$ cat src/rtl/rf_dump_pkg.sv
`default_nettype none
// ============================================================================
//  Module      : rf_dump_pkg
//  Description : Shared constants for the register-file dump reader: state
//                encoding and default register-file geometry, also used by
//                the CPU top.
//  Revision    : 1.0 - initial release
// ============================================================================
package rf_dump_pkg;

    // Default register-file geometry
    localparam int c_NUM_REGS = 32;
    localparam int c_ADDR_W   = 5;
    localparam int c_DATA_W   = 32;

    // Dump-reader state encoding
    localparam logic [1:0] c_ST_IDLE  = 2'd0;
    localparam logic [1:0] c_ST_FETCH = 2'd1;
    localparam logic [1:0] c_ST_OUT   = 2'd2;
    localparam logic [1:0] c_ST_DONE  = 2'd3;

endpackage : rf_dump_pkg
`default_nettype wire

$ cat src/rtl/regfile_dump_reader.sv
`default_nettype none
// ============================================================================
//  Module      : regfile_dump_reader
//  Description : Walks register-file read port A from FIRST_REG up to
//                NUM_REGS-1 and streams every value over a valid/ready
//                channel, keeping an XOR checksum of the accepted values.
//                One value per two cycles at most (FETCH then OUT).
//  Revision    : 1.0 - initial release
// ============================================================================
module regfile_dump_reader
    import rf_dump_pkg::*;
#(
    parameter int NUM_REGS  = c_NUM_REGS,
    parameter int ADDR_W    = c_ADDR_W,
    parameter int DATA_W    = c_DATA_W,
    parameter int FIRST_REG = 0
) (
    input  logic              clk,
    input  logic              rst,
    input  logic              start,
    input  logic              abort,
    output logic [ADDR_W-1:0] Ra,
    input  logic [DATA_W-1:0] busA,
    output logic              dout_valid,
    input  logic              dout_ready,
    output logic [DATA_W-1:0] dout_data,
    output logic [ADDR_W-1:0] dout_index,
    output logic              busy,
    output logic              done,
    output logic [DATA_W-1:0] checksum
);

    localparam logic [ADDR_W-1:0] c_FIRST = ADDR_W'(FIRST_REG);
    localparam logic [ADDR_W-1:0] c_LAST  = ADDR_W'(NUM_REGS - 1);
    localparam logic [ADDR_W-1:0] c_ONE   = ADDR_W'(1);

    logic [1:0]        r_state;
    logic [1:0]        w_next_state;
    logic [ADDR_W-1:0] r_idx;
    logic [ADDR_W-1:0] r_ra;
    logic              r_valid;
    logic [DATA_W-1:0] r_data;
    logic [ADDR_W-1:0] r_index;
    logic [DATA_W-1:0] r_checksum;
    logic              w_last;

    // The terminal compare stops the walk before idx can wrap
    assign w_last = (r_idx == c_LAST);

    // State register
    always_ff @(posedge clk or posedge rst) begin
        if (rst) begin
            r_state <= c_ST_IDLE;
        end else begin
            r_state <= w_next_state;
        end
    end

    // Next-state logic; abort outranks a simultaneous handshake
    always_comb begin
        w_next_state = r_state;
        case (r_state)
            c_ST_IDLE: begin
                if (start) begin
                    w_next_state = c_ST_FETCH;
                end
            end
            c_ST_FETCH: begin
                w_next_state = abort ? c_ST_IDLE : c_ST_OUT;
            end
            c_ST_OUT: begin
                if (abort) begin
                    w_next_state = c_ST_IDLE;
                end else if (dout_ready) begin
                    w_next_state = w_last ? c_ST_DONE : c_ST_FETCH;
                end
            end
            c_ST_DONE: begin
                w_next_state = c_ST_IDLE;
            end
            default: begin
                w_next_state = c_ST_IDLE;
            end
        endcase
    end

    // Datapath: address walk, output capture/hold and checksum accumulation
    always_ff @(posedge clk or posedge rst) begin
        if (rst) begin
            r_idx      <= '0;
            r_ra       <= '0;
            r_valid    <= 1'b0;
            r_data     <= '0;
            r_index    <= '0;
            r_checksum <= '0;
        end else begin
            case (r_state)
                c_ST_IDLE: begin
                    if (start) begin
                        r_idx      <= c_FIRST;
                        r_ra       <= c_FIRST;
                        r_checksum <= '0;
                    end
                end
                c_ST_FETCH: begin
                    // busA already reflects Ra; sample it on this edge
                    if (!abort) begin
                        r_data  <= busA;
                        r_index <= r_idx;
                        r_valid <= 1'b1;
                    end
                end
                c_ST_OUT: begin
                    if (abort) begin
                        r_valid <= 1'b0;
                    end else if (dout_ready) begin
                        r_valid    <= 1'b0;
                        r_checksum <= r_checksum ^ r_data;
                        if (!w_last) begin
                            r_idx <= r_idx + c_ONE;
                            r_ra  <= r_idx + c_ONE;
                        end
                    end
                end
                default: begin
                    r_valid <= 1'b0;
                end
            endcase
        end
    end

    assign Ra         = r_ra;
    assign dout_valid = r_valid;
    assign dout_data  = r_data;
    assign dout_index = r_index;
    assign checksum   = r_checksum;
    assign busy       = (r_state != c_ST_IDLE);
    assign done       = (r_state == c_ST_DONE);

endmodule : regfile_dump_reader
`default_nettype wire

$ cat config.mk
export PLATFORM = sky130hd
export DESIGN_NAME = regfile_dump_reader
export DESIGN_NICKNAME = d
export VERILOG_FILES = /design/src/rtl/rf_dump_pkg.sv /design/src/rtl/regfile_dump_reader.sv
export SDC_FILE = /design/constraint.sdc
export NUM_CORES = 1
export LEC_CHECK = 0
export CORE_MARGIN = 2
export CORE_UTILIZATION = 41
export DETAILED_ROUTE_END_ITERATION = 8
export PLACE_DENSITY = 0.76
export SYNTH_ARGS = -nofsm -noshare
export SYNTH_HDL_FRONTEND = slang
export SYNTH_SLANG_ARGS = --single-unit
$ cat constraint.sdc
create_clock -name clk -period 2.45 [get_ports clk]
set_clock_uncertainty 0.2 [all_clocks]
set_input_delay 0.49 -clock clk [delete_from_list [all_inputs] [get_ports clk]]
set_output_delay 0.49 -clock clk [all_outputs]
set_load 0.02 [all_outputs]
==> impl_metrics.env, run 1 <==
export IMPL_status="finished clean"
export IMPL_row_count=32
export IMPL_syn_nets=336
export IMPL_pre_cts_slack_ps=250.7
export IMPL_period_share_pct=92.39
export IMPL_grt_pass1_vias=2658
export IMPL_synth_top_area_share_pct=58.11
export IMPL_tns_ps=0
export IMPL_regArea_sq_mm=0.001927
export IMPL_via_per_inst=5.027
export IMPL_synthFlopType="dfrtp_1"
export IMPL_cts_buffers=9
export IMPL_clockBufferDepth=2
export IMPL_cts_tree="done"
export IMPL_setup_viol=0
export IMPL_dr_pass1_iters=5
export IMPL_layout_common_cells="clkdlybuf4s50_1 (112), dfrtp_1 (77), inv_1 (39)"
export IMPL_syn_cell_area_sq_mm=0.003316
export IMPL_cp_required_ps=1760
export IMPL_grt_usage_pct=18.04
export IMPL_layout_drive_gt1_share_pct=15.88
export IMPL_hp_class="reg2reg"
export IMPL_final_util_pct=61.87
export IMPL_post_cts_buffers=0
export IMPL_antenna_diode_count=0
export IMPL_cpMaxStageDelayCell="clkdlybuf4s50_1"
export IMPL_cp_max_fo=9
export IMPL_syn_to_final_growth_pct=44.94
export IMPL_grt_pass1_wl_mm=12.48
export IMPL_path_class="reg2out"
export IMPL_die_area_sq_mm=0.008822
export IMPL_finalCriticalPeriod_ps=2263
export IMPL_end_kind="primary output"
export IMPL_postPlaceCellArea_sq_mm=0.004636
export IMPL_yosys_top_cells_area="dfrtp_1 (58%), mux2_2 (13%), or3_1 (6.0%)"
export IMPL_core_area_sq_mm=0.007767
export IMPL_gp_congestion=0.7379
export IMPL_maxCapViolCount=0
export IMPL_remaining_drc_errors=0
export IMPL_h_tree_depth=3
export IMPL_grt_busiest_layer="met2"
export IMPL_fin_area_sq_mm=0.004806
export IMPL_drt_iter0_drc=65
export IMPL_path_delay_family="buffers and inverters"
export IMPL_clk_pin_slew_ps=80
export IMPL_multiInputGateArea_sq_mm=0.001179
export IMPL_ir_worst_vdd_uv=500.1
export IMPL_ant_nets=0
export IMPL_yosys_warnings=0
export IMPL_die_x_um=93.93
export IMPL_clk_latency_ps=330
export IMPL_reg2reg_slack_ps=390
export IMPL_worst_path_buf_inv=1
export IMPL_io_pins=114
export IMPL_grt_use_met2_pct=30.30
export IMPL_grt_max_degree=67
export IMPL_hold_viol=0
export IMPL_relSlewSlack_pct=64.29
export IMPL_synth_cells=297
export IMPL_fin_nets=456
export IMPL_setup_ws_ps=186.5
export IMPL_die_h_um=93.93
export IMPL_finalWirelength_mm=7.565
export IMPL_cts_sinks=77
export IMPL_met3_usage_pct=6.661
export IMPL_yosysSeqAreaShare_pct=58.11
export IMPL_synth_edff_count=0
export IMPL_max_freq_ghz=0.4418
export IMPL_synth_top_cell_by_area="dfrtp_1"
export IMPL_root_buffer="clkbuf_8"
export IMPL_rsz0062_at_grt="false"
export IMPL_worst_pin_slew_ps=534.5
export IMPL_avgSynthCellArea_sq_um=11.16
export IMPL_ctsResizeCount=0
export IMPL_power_leakage_nw=2.092
export IMPL_antenna_found_initial=0
export IMPL_fillers=659
export IMPL_cp_start_kind="flip-flop"
export IMPL_portBuffers=113
export IMPL_dpl_hpwl_mm=5.452
export IMPL_vias=2634
export IMPL_overflow=0
export IMPL_wl_per_cell_um=14.44
export IMPL_p_total_w=0.003935
export IMPL_cpPeakStageDelay_ps=590
export IMPL_crit_chain="and2_1, clkdlybuf4s50_1"
export IMPL_hold_buffers=0
export IMPL_async_flop_share_pct=100.0
export IMPL_start_util_pct=42.69
export IMPL_final_common_cell="clkdlybuf4s50_1"
export IMPL_grt_util_met1_pct=22.47
export IMPL_synth_cell_types=27
export IMPL_cp_arrival_ps=1570
export IMPL_final_max_slew_viol_count=0
export IMPL_ys_ff_latch=77
export IMPL_p_per_area_mw_per_mm2=818.8
-- sequential cells by signal, indices dropped and copies added, names as in the netlist --
name        cells
dout_index      5
checksum       32
dout_data      32
Ra              5
r_state         2
dout_valid      1
-- worst reg2reg max path, cell delays in order (launching register included) --
cell       delay, ps
dfrtp_1          430
ha_1             230
and3_1           190
ha_1             220
nand4bb_1        200
a21oi_1          150
buf_4            160
mux2i_1          200
-- synth_stat cells, drive strengths merged, types with 2 or more instances --
master	number
dfrtp	77
mux2	37
clkbuf	6
ha	2
nand4bb	2
nand2b	3
o21ai	36
mux2i	2
a31oi	2
nand3	3
or3	32
inv	40
nand2	2
buf	7
nor2	3
a21oi	35
-- worst paths after layout --
path / start / to / cells after the start
min reg2reg: dout_index[3] / dout_index[3] / 1
max in group asynchronous: rst / checksum[22] / 3
max reg2reg: Ra[0] / Ra[4] / 7
min in group asynchronous: rst / dout_data[27] / 2
max: r_state[1] / done / 2
min: dout_index[3] / dout_index[3] / 1
-- report_power, final --
part           switching, W  leakage (nW)  internal, W
Clock              0.000447        0.0860     0.000366
Combinational      0.000679          1.01     0.000716
Sequential         0.000204         0.994      0.00152
Total               0.00133          2.09      0.00260
-- stage by stage --
stage	hold slack, ps	std cells
after detailed placement	295.1	508
after global routing	331.3	524
after floorplan	334.1	297
final	317.7	524
after global placement	293.4	508
after CTS	322.4	524
-- cell families after synthesis --
logic type,after synthesis,synth area share [%]
buf+inv,53,6.717
mux,39,13.17
fa+ha+maj,2,0.7546
flops,77,58.11
compound gates,75,11.58
simple gates,51,9.661
-- cell type report --
cell class | count | share of cell area [%]
Clock buffer | 10 | 2.656
Clock inverter | 6 | 0.8331
Inverter | 40 | 3.202
Multi-Input combinational cell | 167 | 24.52
Sequential cell | 77 | 40.09
Tap cell | 102 | 2.656
Timing Repair Buffer | 122 | 26.03
-- layer usage --
metal,share of wire [%],vias up,routed length [um]
met2,49,85,3677
met5,0,-,0
met4,0.34,0,26
met1,44,1286,3317
li1,-,1261,-
met3,7.2,2,544
Note: power is estimated with default switching activity, not from simulation.
==> run 2: changes to the inputs <==
--- a/config.mk
+++ b/config.mk
@@ -8,7 +8,9 @@
 export CORE_MARGIN = 2
 export CORE_UTILIZATION = 41
 export DETAILED_ROUTE_END_ITERATION = 8
+export MAX_ROUTING_LAYER = met4
 export PLACE_DENSITY = 0.76
+export SLEW_MARGIN = 10
 export SYNTH_ARGS = -nofsm -noshare
 export SYNTH_HDL_FRONTEND = slang
 export SYNTH_SLANG_ARGS = --single-unit
==> run 2 against run 1 <==
Compared with the run above:
- sequential power about the same
- die area unchanged
- utilization unchanged
- critical path depth unchanged
- combinational power about the same
==> impl_metrics.env, run 2 (synthesized netlist as in run 1, its figures left out) <==
export IMPL_period_share_pct=92.33
export IMPL_relSlewSlack_pct=64.76
export IMPL_layout_drive_gt1_share_pct=15.88
export IMPL_finalWirelength_mm=7.590
export IMPL_cp_arrival_ps=1570
export IMPL_antenna_found_initial=0
export IMPL_syn_to_final_growth_pct=44.94
export IMPL_ir_worst_vdd_uv=499.9
export IMPL_setup_viol=0
export IMPL_maxCapViolCount=0
export IMPL_cp_max_fo=9
export IMPL_hp_class="reg2reg"
export IMPL_cpPeakStageDelay_ps=590
export IMPL_p_per_area_mw_per_mm2=818.2
export IMPL_cp_required_ps=1760
export IMPL_finalCriticalPeriod_ps=2262
export IMPL_p_total_w=0.003932
export IMPL_hold_viol=0
export IMPL_dpl_hpwl_mm=5.452
export IMPL_path_class="reg2out"
export IMPL_path_delay_family="buffers and inverters"
export IMPL_gp_congestion=0.7470
export IMPL_antenna_diode_count=0
export IMPL_row_count=32
export IMPL_final_max_slew_viol_count=0
export IMPL_die_h_um=93.93
export IMPL_rsz0062_at_grt="false"
export IMPL_grt_max_degree=67
export IMPL_cts_tree="done"
export IMPL_die_area_sq_mm=0.008822
export IMPL_core_area_sq_mm=0.007767
export IMPL_cp_start_kind="flip-flop"
export IMPL_io_pins=114
export IMPL_worst_path_buf_inv=1
export IMPL_final_common_cell="clkdlybuf4s50_1"
export IMPL_cts_buffers=9
export IMPL_status="finished clean"
export IMPL_layout_common_cells="clkdlybuf4s50_1 (112), dfrtp_1 (77), inv_1 (39)"
export IMPL_drt_iter0_drc=73
export IMPL_grt_usage_pct=18.54
export IMPL_clk_pin_slew_ps=80
export IMPL_clockBufferDepth=2
export IMPL_ant_nets=0
export IMPL_root_buffer="clkbuf_8"
export IMPL_cts_sinks=77
export IMPL_cpMaxStageDelayCell="clkdlybuf4s50_1"
export IMPL_worst_pin_slew_ps=527.5
export IMPL_grt_pass1_vias=2657
export IMPL_h_tree_depth=3
export IMPL_tns_ps=0
export IMPL_remaining_drc_errors=0
export IMPL_crit_chain="and2_1, clkdlybuf4s50_1"
export IMPL_post_cts_buffers=0
export IMPL_grt_pass1_wl_mm=12.47
export IMPL_fin_nets=456
export IMPL_overflow=0
export IMPL_max_freq_ghz=0.4421
export IMPL_clk_latency_ps=330
export IMPL_dr_pass1_iters=4
export IMPL_end_kind="primary output"
export IMPL_power_leakage_nw=2.092
export IMPL_start_util_pct=42.69
export IMPL_final_util_pct=61.87
export IMPL_portBuffers=113
export IMPL_wl_per_cell_um=14.48
export IMPL_vias=2629
export IMPL_via_per_inst=5.017
export IMPL_die_x_um=93.93
## run 2: stage by stage
stage / cell area, sq um / std cells / hold WS [ps] / setup slack (ps)
after floorplan: 3319 / 297 / 334.1 / 383.0
after global placement: 4636 / 508 / 293.4 / 326.1
after detailed placement: 4636 / 508 / 295.1 / 250.7
after CTS: 4803 / 524 / 322.4 / 33.73
after global routing: 4806 / 524 / 331.3 / 88.51
final: 4806 / 524 / 317.6 / 187.8
## run 2: final cells by class
type | count | area, sq um
Inverter | 40 | 153.9
Multi-Input combinational cell | 167 | 1179
Fill cell | 659 | 2962
Tap cell | 102 | 127.6
Clock inverter | 6 | 40.04
Timing Repair Buffer | 122 | 1251
Sequential cell | 77 | 1927
Clock buffer | 10 | 127.6
## run 2: path summary, 6_finish.rpt
path,start,end,slack (ps),cells after the start
min,dout_index[3],dout_index[3],320,1
max,r_state[1],done,190,2
max reg2reg,Ra[0],Ra[4],390,7
min in group asynchronous,rst,dout_data[27],340,2
max in group asynchronous,rst,checksum[22],1200,3
min reg2reg,dout_index[3],dout_index[3],320,1
## run 2: repair_timing
item,CTS,global route
endpoints found under the setup margin,0,1
resized for setup,0,1
hold buffers,0,0
## run 2: power by group
part / switching (W) / internal (W) / total (W) / leakage (nW)
clock network: 0.000444 / 0.000366 / 0.000811 / 0.0860
logic: 0.000679 / 0.000716 / 0.00139 / 1.01
registers: 0.000204 / 0.00152 / 0.00173 / 0.994
total: 0.00133 / 0.00260 / 0.00393 / 2.09
## run 2: layer usage
metal	up-vias	track usage, %	share of wire, %
li1	1262	-	-
met1	1282	22.63	44
met2	83	30.30	49
met3	2	6.421	6.8
met4	0	3.502	0.36
met5	-	-	0
